===== config.mk =====
export PLATFORM = sky130hd
export DESIGN_NAME = mult_signed_pipe
export DESIGN_NICKNAME = d
export VERILOG_FILES = /design/src/rtl/mult_signed_pipe.sv
export SDC_FILE = /design/constraint.sdc
export NUM_CORES = 1
export LEC_CHECK = 0
export BUFFER_PORTS_ARGS = -buffer_cell sky130_fd_sc_hd__clkbuf_2
export CORE_UTILIZATION = 60
export DETAILED_ROUTE_END_ITERATION = 12
export PLACE_DENSITY = 0.78
export SLEW_MARGIN = 20
export SYNTH_ARGS = -nofsm -noshare
export SYNTH_HDL_FRONTEND = slang
export SYNTH_SLANG_ARGS = --single-unit

===== constraint.sdc =====
create_clock -name clk -period 11.15 [get_ports clk]
set_input_delay 1.115 -clock clk [delete_from_list [all_inputs] [get_ports clk]]
set_output_delay 1.115 -clock clk [all_outputs]
set_load 0.03 [all_outputs]

===== src/rtl/mult_signed_pipe.sv =====
// mult_signed_pipe: pipelined signed x signed multiplier with valid/ready flow control.
// Sign-magnitude core: stage 1 takes operand magnitudes, $clog2(B_W) registered adder-tree
// levels sum the partial products, and the final stage restores the sign.
// Latency is $clog2(B_W)+2 cycles. The whole pipeline stalls together when the output is
// valid and not taken.
// Optional feature: define MULT_SAT_EN to clip the product to OUT_W signed bits and flag it on sat.
module mult_signed_pipe #(
  parameter int unsigned A_W   = 11,
  parameter int unsigned B_W   = 8,
  parameter int unsigned OUT_W = 16
) (
  input  logic                 clk,
  input  logic                 rst,
  input  logic                 in_valid,
  output logic                 in_ready,
  input  logic [A_W-1:0]       a,
  input  logic [B_W-1:0]       b,
  output logic                 out_valid,
  input  logic                 out_ready,
`ifdef MULT_SAT_EN
  output logic [OUT_W-1:0]     p,
`else
  output logic [A_W+B_W-1:0]   p,
`endif
  output logic                 sat
);

  localparam int unsigned P_W = A_W + B_W;
  localparam int unsigned LVL = $clog2(B_W);

  // Global advance: every stage moves together or holds together.
  logic adv;
  assign adv      = !out_valid || out_ready;
  assign in_ready = adv;

  // Stage 1 operand magnitudes; the most negative input maps to exactly 2^(W-1).
  logic [A_W-1:0] abs_a;
  logic [B_W-1:0] abs_b;

  // Two's-complement magnitude of each operand.
  always_comb begin
    abs_a = a[A_W-1] ? (~a + A_W'(1)) : a;
    abs_b = b[B_W-1] ? (~b + B_W'(1)) : b;
  end

  logic           s1_vld;
  logic [A_W-1:0] s1_ma;
  logic [B_W-1:0] s1_mb;
  logic           s1_sign;
  logic           s1_zero;

  // Stage 1 register: magnitudes plus sign and zero flags.
  always_ff @(posedge clk) begin
    if (rst) begin
      s1_vld  <= 1'b0;
      s1_ma   <= '0;
      s1_mb   <= '0;
      s1_sign <= 1'b0;
      s1_zero <= 1'b0;
    end else if (adv) begin
      s1_vld  <= in_valid;
      s1_ma   <= abs_a;
      s1_mb   <= abs_b;
      s1_sign <= a[A_W-1] ^ b[B_W-1];
      s1_zero <= (a == '0) || (b == '0);
    end
  end

  // Partial products and the inputs of every tree level.
  // Each level source array is padded to twice B_W with zeros. Term j of a level is then
  // always src[2j]+src[2j+1], and an unpaired term passes through as term+0 with no
  // special case for odd counts.
  logic [P_W-1:0] pp     [B_W];
  logic [P_W-1:0] src    [LVL][2*B_W];
  logic [P_W-1:0] lvl_q  [LVL][B_W];
  logic           t_vld  [LVL];
  logic           t_sign [LVL];
  logic           t_zero [LVL];

  // Shifted partial products |a| & |b|[i] << i, and the per-level adder sources.
  always_comb begin
    for (int unsigned i = 0; i < B_W; i++) begin
      pp[i] = P_W'(s1_ma & {A_W{s1_mb[i]}}) << i;
    end
    for (int unsigned l = 0; l < LVL; l++) begin
      for (int unsigned j = 0; j < 2*B_W; j++) begin
        src[l][j] = '0;
      end
    end
    for (int unsigned j = 0; j < B_W; j++) begin
      src[0][j] = pp[j];
    end
    for (int unsigned l = 1; l < LVL; l++) begin
      for (int unsigned j = 0; j < B_W; j++) begin
        src[l][j] = lvl_q[l-1][j];
      end
    end
  end

  // Registered pairwise-add tree levels; valid, sign and zero travel alongside.
  always_ff @(posedge clk) begin
    if (rst) begin
      for (int unsigned l = 0; l < LVL; l++) begin
        for (int unsigned j = 0; j < B_W; j++) begin
          lvl_q[l][j] <= '0;
        end
        t_vld[l]  <= 1'b0;
        t_sign[l] <= 1'b0;
        t_zero[l] <= 1'b0;
      end
    end else if (adv) begin
      for (int unsigned l = 0; l < LVL; l++) begin
        for (int unsigned j = 0; j < B_W; j++) begin
          lvl_q[l][j] <= src[l][2*j] + src[l][2*j+1];
        end
      end
      t_vld[0]  <= s1_vld;
      t_sign[0] <= s1_sign;
      t_zero[0] <= s1_zero;
      for (int unsigned l = 1; l < LVL; l++) begin
        t_vld[l]  <= t_vld[l-1];
        t_sign[l] <= t_sign[l-1];
        t_zero[l] <= t_zero[l-1];
      end
    end
  end

  // Sign restoration; a zero product is forced to plain 0.
  logic [P_W-1:0] mag;
  logic [P_W-1:0] res;

  // Apply the product sign to the tree magnitude.
  always_comb begin
    mag = lvl_q[LVL-1][0];
    res = mag;
    if (t_zero[LVL-1]) begin
      res = '0;
    end else if (t_sign[LVL-1]) begin
      res = ~mag + P_W'(1);
    end
  end

`ifdef MULT_SAT_EN
  localparam logic [P_W-1:0] SMAX = {{(P_W-OUT_W+1){1'b0}}, {(OUT_W-1){1'b1}}};
  localparam logic [P_W-1:0] SMIN = {{(P_W-OUT_W+1){1'b1}}, {(OUT_W-1){1'b0}}};

  // Final register with clipping to the OUT_W signed range folded in.
  always_ff @(posedge clk) begin
    if (rst) begin
      out_valid <= 1'b0;
      p         <= '0;
      sat       <= 1'b0;
    end else if (adv) begin
      out_valid <= t_vld[LVL-1];
      if ($signed(res) > $signed(SMAX)) begin
        p   <= SMAX[OUT_W-1:0];
        sat <= 1'b1;
      end else if ($signed(res) < $signed(SMIN)) begin
        p   <= SMIN[OUT_W-1:0];
        sat <= 1'b1;
      end else begin
        p   <= res[OUT_W-1:0];
        sat <= 1'b0;
      end
    end
  end
`else
  // Final register: full-width signed product.
  always_ff @(posedge clk) begin
    if (rst) begin
      out_valid <= 1'b0;
      p         <= '0;
    end else if (adv) begin
      out_valid <= t_vld[LVL-1];
      p         <= res;
    end
  end

  assign sat = 1'b0;
`endif

endmodule


==> flow_summary.ini, run 1 <==
[outcome]
status = finished clean

[worst_hold_path]
hold_path.class = flop to flop
hold_depth = 1

[placement]
place_ws_ns = 7.62
io_buffers = 43
hpwl_um = 14300
place_congestion = 0.904
placed_area_um2 = 10700
placed_cells = 1295

[final_layout]
finalNonFillerCells = 1327
drive_gt1_share_pct = 8.94
nets = 1201
num_antenna_cells = 0
syn_to_final_growth_pct = 9.23
fin_area_um2 = 11200

[grt]
grt_pass1_vias = 7212
grt_max_degree = 80
grtUsageTotal_pct = 23.9
grt_first_pass_wirelength_um = 34000
antenna_found_initial = 0
overflow = 0

[worst_setup_path]
path_max_fanout = 40
path_class = primary input to primary output
worst_r2r_path_depth = 8
critPathCaptureType = primary output
worstPathRequired_ns = 10.04
critical_path_arrival_ns = 2.19
start_kind = primary input

[timing]
rsz0062_at_grt = false
fin_tns_setup_ns = 0
fin_crit_ns = 3.31
hold_slack_ns = 0.476
fmax_mhz = 303
tightest_slew_ns = 0.951
skew_ns = 0.0113
finalWorstSetupSlack_ns = 7.84
finalHoldViolations = 0
setup_violations = 0
finalMaxSlewViolations = 0
relSlewSlack_pct = 36.6
fin_crit_sh_pct = 29.6

[route]
route.antenna.remaining_nets = 0
remaining_drc_errors = 0
wl_per_cell_um = 15.3
drt_pass1_iterations = 5
wl_um = 20300
via_per_inst = 5.90
drt_iter0_drc = 585
vias = 7826

[yosys]
netlist_area_um2 = 10300
synthFlopType = edfxtp_1
yosys_register_bits = 153
ys_types = 62
netlist_instances = 1071
yosysWarningCount = 0
seq_area_frac_synth_pct = 40.6
synth_edf_count = 111
avgSynthCellArea_um2 = 9.60
ys_async_sr_fraction_pct = 0
synth_nets = 1178

[die]
dieHeight_um = 133
core_um2 = 16600
die_width_um = 133
start_util_pct = 61.8
rows = 47
die_area_um2 = 17700
io_pins = 45

[clock_tree]
cts_buffers = 17
clkLatencyLatePin_ns = 0.43
cts_max_level = 4
ctsHoldBuffers = 0
cts_tree = built
cts_sinks = 153
path_clk_slew_ns = 0.06
cts_max_path_buffers = 2
post_cts_resized = 0
cts_root_buf = clkbuf_16
postCtsSetupBuffers = 0

[run]
maxCapViolCount = 0

[power_and_ir_drop]
peakVddDrop_v = 0.000114
p_leak_nw = 5.03
power.density_nw_per_um2 = 121
synth_stat cells, drive strengths merged (2+ instances only):
cell,instances,share of area [%]
nand4,11,0.73
dfxtp,42,8.2
mux2i,14,1.4
a211o,5,0.43
or3,18,1.1
ha,77,9.4
a41o,3,0.29
o21a,29,2.1
nand3b,2,0.15
or2,2,0.15
and2,100,6.1
nand3,22,1.1
inv,39,1.4
a21o,24,1.8
o31ai,6,0.44
xnor2,32,2.7
nor4b,2,0.32
buf,12,0.60
a211oi,35,2.6
clkbuf,34,1.2
o21bai,7,0.51
o41ai,7,0.81
nor3,34,1.7
nor2,103,3.8
fa,7,1.4
o31a,12,1.0
xor2,25,2.1
and3,9,0.55
nor2b,16,0.97
a21oi,51,2.5
edfxtp,111,32
o2111ai,3,0.26
a2111oi,7,0.60
nand2,57,2.1
a31oi,8,0.49
nor3b,10,0.73
nand2b,9,0.55
a22o,19,1.6
o21ba,3,0.29
o21ai,43,2.1
nor4,7,0.43
path summary, 6_finish.rpt:
check / from / end / slack, ns
setup / recovery: out_ready / in_ready / 7.84
hold / removal: p[14]$_SDFFE_PP0P_ / p[14]$_SDFFE_PP0P_ / 0.48
setup reg to reg: s1_ma[1]$_SDFFE_PP0P_ / lvl_q[0][52]$_SDFFCE_PN0P_ / 8.50
hold reg to reg: p[14]$_SDFFE_PP0P_ / p[14]$_SDFFE_PP0P_ / 0.48
registers in the layout (all words and copies together), names as in the netlist:
signal     count
lvl_q        102
p             19
s1_ma         11
s1_mb          8
t_sign         3
t_vld          3
t_zero         3
out_valid      1
s1_sign        1
s1_vld         1
s1_zero        1
cells in the final DEF, fill, tap and decap left out, drive strengths merged, types with 16 or more instances in the layout:
cell	instances
a211oi	35
a21o	24
a21oi	51
a22o	19
and2	100
clkbuf	62
dfxtp	42
edfxtp	111
ha	77
inv	45
nand2	57
nand3	22
nor2	103
nor2b	16
nor3	34
o21a	29
o21ai	43
or3	18
xnor2	32
xor2	25
per-layer routing:
metal / share of wire [%] / GRT usage (%) / vias to the layer above
met5: 0 / 0 / -
met4: 2.2 / 8.62 / 0
met3: 3.7 / 4.14 / 32
met2: 48 / 40.9 / 171
met1: 46 / 30.3 / 3629
li1: - / - / 3994
metrics by stage:
step / total power [W] / utilization (%)
after floorplan: 0.000774 / -
after global placement: 0.000811 / 64.0
after detailed placement: 0.000815 / 64.0
after CTS: 0.00137 / 67.5
after global routing: 0.00141 / 67.5
final: 0.00136 / 67.5
power breakdown:
| part | switching [W] | internal [W] | total [W] |
|---|---|---|---|
| combinational | 0.0000865 | 0.0000588 | 0.000145 |
| sequential | 0.0000263 | 0.000633 | 0.000659 |
| clock | 0.000243 | 0.000316 | 0.000559 |
| total | 0.000356 | 0.00101 | 0.00136 |
kinds of logic (layout without fill, tap and decap cells):
logic type	after synthesis	in the layout	synth area share [%]
DFF	153	153	40.6
adders and majority gates	84	84	10.7
and+or+nand+nor	405	405	20.6
AOI/OAI and AO/OA	271	271	18.5
muxes	15	15	1.47
buffers and inverters	85	121	3.26
other	1	1	0.0365
xor gates and xnor gates	57	57	4.85
area by class of cell:
class	instances	area, um^2
clock buffers	19	475
multi-input cells	833	5790
well taps	220	275
clock inverters	13	105
repair buffers	50	268
flip-flops and latches	153	4170
fillers	1330	5410
inverters	39	149
critical path, cell delays in order:
cell and delay (ns):
clkbuf_2 0.08, nor2b_2 0.03, buf_4 0.22, inv_1 0.10, buf_4 0.34, clkbuf_2 0.28
No activity file was read; power rests on OpenSTA's default activity.
==> run 2, diff against run 1 <==
==> constraint.sdc (replaced) <==
create_clock -name clk -period 3.1 [get_ports clk]
set_input_delay 0.31 -clock clk [delete_from_list [all_inputs] [get_ports clk]]
set_output_delay 0.31 -clock clk [all_outputs]
set_load 0.03 [all_outputs]
==> run 2 against run 1 <==
Setup slack got worse by 7.4 ns. Clock-buffer cell count unchanged. Power increased to 3.7 times the previous value. Clock power increased to 3.7 times the previous value. Hold slack got worse by 0.37 ns. Critical path depth increased by 2. Design area increased by 0.92%. Die area unchanged. Clock skew about the same. Sequential share of layout area decreased by 0.33 points. Combinational power increased to 3.7 times the previous value. Via count increased by 2.1%. Critical path type is now flop to flop. Largest cell class unchanged. Largest power group unchanged.
==> flow_summary.ini, run 2 (same netlist as run 1, synthesis figures left out) <==
[outcome]
status = finished clean

[placement]
place_congestion = 0.905
hpwl_um = 15300
io_buffers = 43

[grt]
grt_first_pass_wirelength_um = 35300
grtUsageTotal_pct = 25.0
overflow = 0
grt_pass1_vias = 7441
antenna_found_initial = 0
grt_max_degree = 112

[power_and_ir_drop]
p_leak_nw = 5.09
peakVddDrop_v = 0.000405
power.density_nw_per_um2 = 441
power_w = 0.00500

[worst_setup_path]
cp_slowest_cell = dfxtp_1
cp_num_cells = 8
reg2reg_from = s1_mb[5]$_SDFFE_PP0P_
critical_path_arrival_ns = 2.82
crit_chain = nand2_1 > inv_1 > ha_1 > a211o_1 > a21oi_1 > o21ai_0 > a2111oi_0 > nor4_1
worstPathRequired_ns = 3.26
start_kind = flop
critPathCaptureType = flop
worstSetupStartpoint = s1_mb[5]$_SDFFE_PP0P_
worst_r2r_path_depth = 8
reg2reg_slack_ns = 0.44
crit_path_max_incr_delay_ns = 0.55
rr_endpoint = lvl_q[0][35]$_SDFFCE_PN0P_
path_class = flop to flop
path_buf_inv = 1
path_max_fanout = 13
crit_family = compound AO/OA/AOI/OAI gates

[route]
vias = 7990
remaining_drc_errors = 0
route.antenna.remaining_nets = 0
drt_pass1_iterations = 5
drt_iter0_drc = 562
wl_per_cell_um = 15.7
via_per_inst = 5.99
wl_um = 20900

[timing]
fin_tns_setup_ns = 0
hold_slack_ns = 0.106
rsz0062_at_grt = false
setup_violations = 0
skew_ns = 0.0114
fin_crit_sh_pct = 85.7
fin_crit_ns = 2.66
fmax_mhz = 376
relSlewSlack_pct = 51.1
finalMaxSlewViolations = 0
finalHoldViolations = 0
tightest_slew_ns = 0.732

[die]
io_pins = 45
die_area_um2 = 17700
rows = 47
start_util_pct = 61.8
die_width_um = 133
dieHeight_um = 133
core_um2 = 16600

[clock_tree]
path_clk_slew_ns = 0.07
cts_root_buf = clkbuf_16
cts_sinks = 153
post_cts_resized = 0
cts_tree = built
cts_buffers = 17
postCtsSetupBuffers = 0
clkLatencyLatePin_ns = 0.43
ctsHoldBuffers = 0
cts_max_level = 4
cts_max_path_buffers = 2

[final_layout]
n_fill_cell = 1285
final_common_cell = edfxtp_1
final_core_util_pct = 68.1
syn_to_final_growth_pct = 10.2
largest_register_ffs = 102
reg.largest.list = lvl_q (102), p (19), s1_ma (11)
num_antenna_cells = 0
regMostFlops = lvl_q
final_cell_mix = edfxtp_1 (111), nor2_1 (101), and2_1 (100), ha_1 (77), nand2_1 (57)
drive_gt1_share_pct = 9.52
nets = 1208

[worst_hold_path]
hold_depth = 3
hold_end = s1_vld$_SDFFE_PP0P_
hp-start = in_valid
hold_path.class = primary input to flop

[run]
maxCapViolCount = 0
run 2: power by group:
part | switching (W) | internal [W]
clock | 0.000874 | 0.00122
sequential | 0.0000898 | 0.00228
combinational | 0.000317 | 0.000219
run 2: worst max path at each step:
stage	end	slack, ns
final	lvl_q[0][35]$_SDFFCE_PN0P_	0.44
after global routing	lvl_q[0][35]$_SDFFCE_PN0P_	0.29
after CTS	lvl_q[0][35]$_SDFFCE_PN0P_	0.53
after detailed placement	lvl_q[0][35]$_SDFFCE_PN0P_	0.60
after global placement	lvl_q[0][32]$_SDFFCE_PN0P_	0.66
after floorplan	lvl_q[0][10]$_SDFFCE_PN0P_	0.02
run 2: worst min-delay path: cells and delay by family:
| kind | cells | cell delay (ns) |
|---|---|---|
| buffers and inverters | 1 | 0.08 |
| AO/OA/AOI/OAI | 1 | 0.06 |
| AND/OR/NAND/NOR | 1 | 0.04 |
run 2: layout make-up:
type                       count  area, um^2  area share (%)
tap                          220         275            2.43
sequential                   153        4180            36.8
inverter                      39         150            1.32
clock inverter                13         129            1.14
timing repair buffer          57         345            3.05
clock buffer                  19         475            4.19
multi-input combinational    833        5790            51.1
run 2: metrics by stage:
stage	setup slack, ns	cell area (um^2)	cells
after floorplan	0.0232	10300	1071
after global placement	0.661	10700	1302
after detailed placement	0.604	10700	1302
after CTS	0.533	11300	1334
after global routing	0.288	11300	1334
final	0.443	11300	1334
run 2: layer usage:
metal	vias up	GRT usage, %	routed length, um
li1	3999	-	-
met5	-	0	0
met4	0	8.30	435
met3	33	4.94	864
met1	3756	31.7	9410
met2	202	42.7	10200
==> run 3, diff against run 2 <==
--- a/config.mk
+++ b/config.mk
@@ -5,10 +5,11 @@
 export SDC_FILE = /design/constraint.sdc
 export NUM_CORES = 1
 export LEC_CHECK = 0
+export ABC_AREA = 1
 export BUFFER_PORTS_ARGS = -buffer_cell sky130_fd_sc_hd__clkbuf_2
-export CORE_UTILIZATION = 60
+export CORE_ASPECT_RATIO = 1.75
+export CORE_UTILIZATION = 35
 export DETAILED_ROUTE_END_ITERATION = 12
-export PLACE_DENSITY = 0.78
 export SLEW_MARGIN = 20
 export SYNTH_ARGS = -nofsm -noshare
 export SYNTH_HDL_FRONTEND = slang
==> run 3 against run 2 <==
Clock skew is 0.00066 ns higher. Flip-flop and latch count stayed put. Sequential power hardly changed. Fmax is 13% higher. Hold slack worse by 0.049 ns. Critical endpoint is now lvl_q[0][15]$_SDFFCE_PN0P_. Largest power group unchanged.
==> flow_summary.ini, run 3 <==
[clock_tree]
cts_max_path_buffers = 2
post_cts_resized = 0
cts_tree = built
cts_buffers = 17
clkLatencyLatePin_ns = 0.45
cts_root_buf = clkbuf_16
cts_sinks = 153
ctsHoldBuffers = 0
path_clk_slew_ns = 0.07
cts_max_level = 4
postCtsSetupBuffers = 0

[worst_setup_path]
crit_family = adder cells
worstPathRequired_ns = 3.30
critPathCaptureType = flop
critical_path_arrival_ns = 2.55
path_max_fanout = 12
crit_chain = nand2_1 > inv_1 > ha_1 > inv_1 > fa_1 > inv_1 > nand3_1 > nand3_1 > nand4_1 > a21oi_1 > nor2_1
path_class = flop to flop
path_buf_inv = 3
crit_path_max_incr_delay_ns = 0.56
cp_slowest_cell = dfxtp_1
start_kind = flop
crit_top_cell = inv_1

[yosys]
synthFlopType = edfxtp_1
synth-xor-area-share_pct = 0.399
synth_top_cell_area_share_pct = 30.3
synth_nets = 1715
yosys-top-cells-area = edfxtp_1 (30%), nand2_1 (18%), inv_1 (9.3%)
netlist_instances = 1608
yosysWarningCount = 0
synth_top_family_by_area = simple AND/OR/NAND/NOR gates
yosys_register_bits = 153
yosysMostFrequentCell = nand2_1
yosys-top-cells-count = nand2_1 (520), inv_1 (271), nor2_1 (222)
synth_largest_area_cell = edfxtp_1
seq_area_frac_synth_pct = 38.0
synth_edf_count = 111
ys_async_sr_fraction_pct = 0
synth_mux_area_share_pct = 0
ys_types = 34
netlist_area_um2 = 11000
synth-simple-area-share_pct = 31.9
synth_compound_area_share_pct = 8.44
avgSynthCellArea_um2 = 6.83
synthAdderAreaFrac_pct = 10.0

[route]
vias = 9726
drt_pass1_iterations = 5
route.antenna.remaining_nets = 0
wl_per_cell_um = 13.0
drt_iter0_drc = 497
via_per_inst = 4.77
wl_um = 26500
remaining_drc_errors = 0

[final_layout]
drive_gt1_share_pct = 5.59
num_antenna_cells = 0
largest_register_ffs = 102
nets = 1740
final_cell_mix = nand2_1 (520), inv_1 (271), nor2_1 (222), edfxtp_1 (111), nand3_1 (97)
syn_to_final_growth_pct = 10.7
reg.largest.list = lvl_q (102), p (19), s1_ma (11)
final_common_cell = nand2_1
regMostFlops = lvl_q

[grt]
overflow = 0
grtUsageTotal_pct = 17.6
antenna_found_initial = 0
grt_max_degree = 111
grt_pass1_vias = 9544
grt_first_pass_wirelength_um = 43700

[die]
start_util_pct = 35.6
core_um2 = 30800
die_area_um2 = 32100
rows = 85
dieHeight_um = 236
die_width_um = 136
io_pins = 45

[timing]
skew_ns = 0.0120
finalHoldViolations = 0
fin_crit_ns = 2.35
setup_violations = 0
relSlewSlack_pct = 48.8
fin_crit_sh_pct = 75.7
rsz0062_at_grt = false
fin_tns_setup_ns = 0
tightest_slew_ns = 0.769
finalMaxSlewViolations = 0
fmax_mhz = 426

[worst_hold_path]
hold_path.class = primary input to flop

[power_and_ir_drop]
p_leak_nw = 6.60
power_w = 0.00505
power.density_nw_per_um2 = 415
peakVddDrop_v = 0.000412

[run]
maxCapViolCount = 0

[placement]
place_congestion = 0.882
io_buffers = 43
hpwl_um = 20600

[outcome]
status = finished clean
==> run 3: cell type report <==
cell class	count	area (um^2)
clock buffers	19	464
repair buffers	47	283
inverters	275	1030
flip-flops and latches	153	4170
clock inverters	13	126
multi-input cells	1139	5580
fillers	3286	18700
well taps	391	489
==> run 3: tightest hold or removal path: stages <==
cell      delay (ns)
clkbuf_2        0.07
nand2_1         0.04
o21ai_0         0.05
==> run 3: where the power goes <==
part,internal [W],switching (W),total [W],leakage (nW)
Combinational,0.000200,0.000391,0.000591,4.60
Sequential,0.00229,0.000108,0.00239,1.70
Clock,0.00113,0.000934,0.00206,0.294
Total,0.00362,0.00143,0.00505,6.60
==> run 3: logic make-up (layout without fill, tap and decap cells) <==
| logic type | count (synthesis) | count (layout) |
|---|---|---|
| other | 1 | 1 |
| and+or+nand+nor | 874 | 874 |
| AOI/OAI and AO/OA | 175 | 175 |
| xor gates and xnor gates | 5 | 5 |
| buffers and inverters | 316 | 354 |
| DFF | 153 | 153 |
| adders and majority gates | 84 | 84 |
==> run 3: path summary, 6_finish.rpt <==
path / from / end / slack [ns] / depth (start not counted)
worst min-delay path: in_valid / s1_vld$_SDFFE_PP0P_ / 0.06 / 3
worst max-delay path: s1_mb[6]$_SDFFE_PP0P_ / lvl_q[0][15]$_SDFFCE_PN0P_ / 0.75 / 11
worst max register to register: s1_mb[6]$_SDFFE_PP0P_ / lvl_q[0][15]$_SDFFCE_PN0P_ / 0.75 / 11
worst min register to register: p[15]$_SDFFE_PP0P_ / p[15]$_SDFFE_PP0P_ / 0.45 / 2
==> run 3: stage by stage <==
step | area, um^2 | utilization (%) | instances | hold WS, ns | worst slack [ns]
floorplan | 11000 | - | 1608 | 0.382 | 0.678
global placement | 11600 | 37.5 | 2005 | 0.438 | 0.816
detailed placement | 11600 | 37.5 | 2005 | 0.441 | 0.801
global route | 12200 | 39.4 | 2037 | 0.0723 | 0.564
CTS | 12200 | 39.4 | 2037 | 0.0468 | 0.774
finish | 12200 | 39.4 | 2037 | 0.0573 | 0.752
==> run 3: metal layers <==
| layer | up-vias | global-route usage [%] | wire [um] |
|---|---|---|---|
| met5 | - | 0 | 0 |
| met4 | 0 | 11.7 | 1420 |
| met3 | 78 | 2.32 | 488 |
| met2 | 146 | 34.4 | 14600 |
| met1 | 4375 | 16.3 | 9980 |
| li1 | 5127 | - | - |
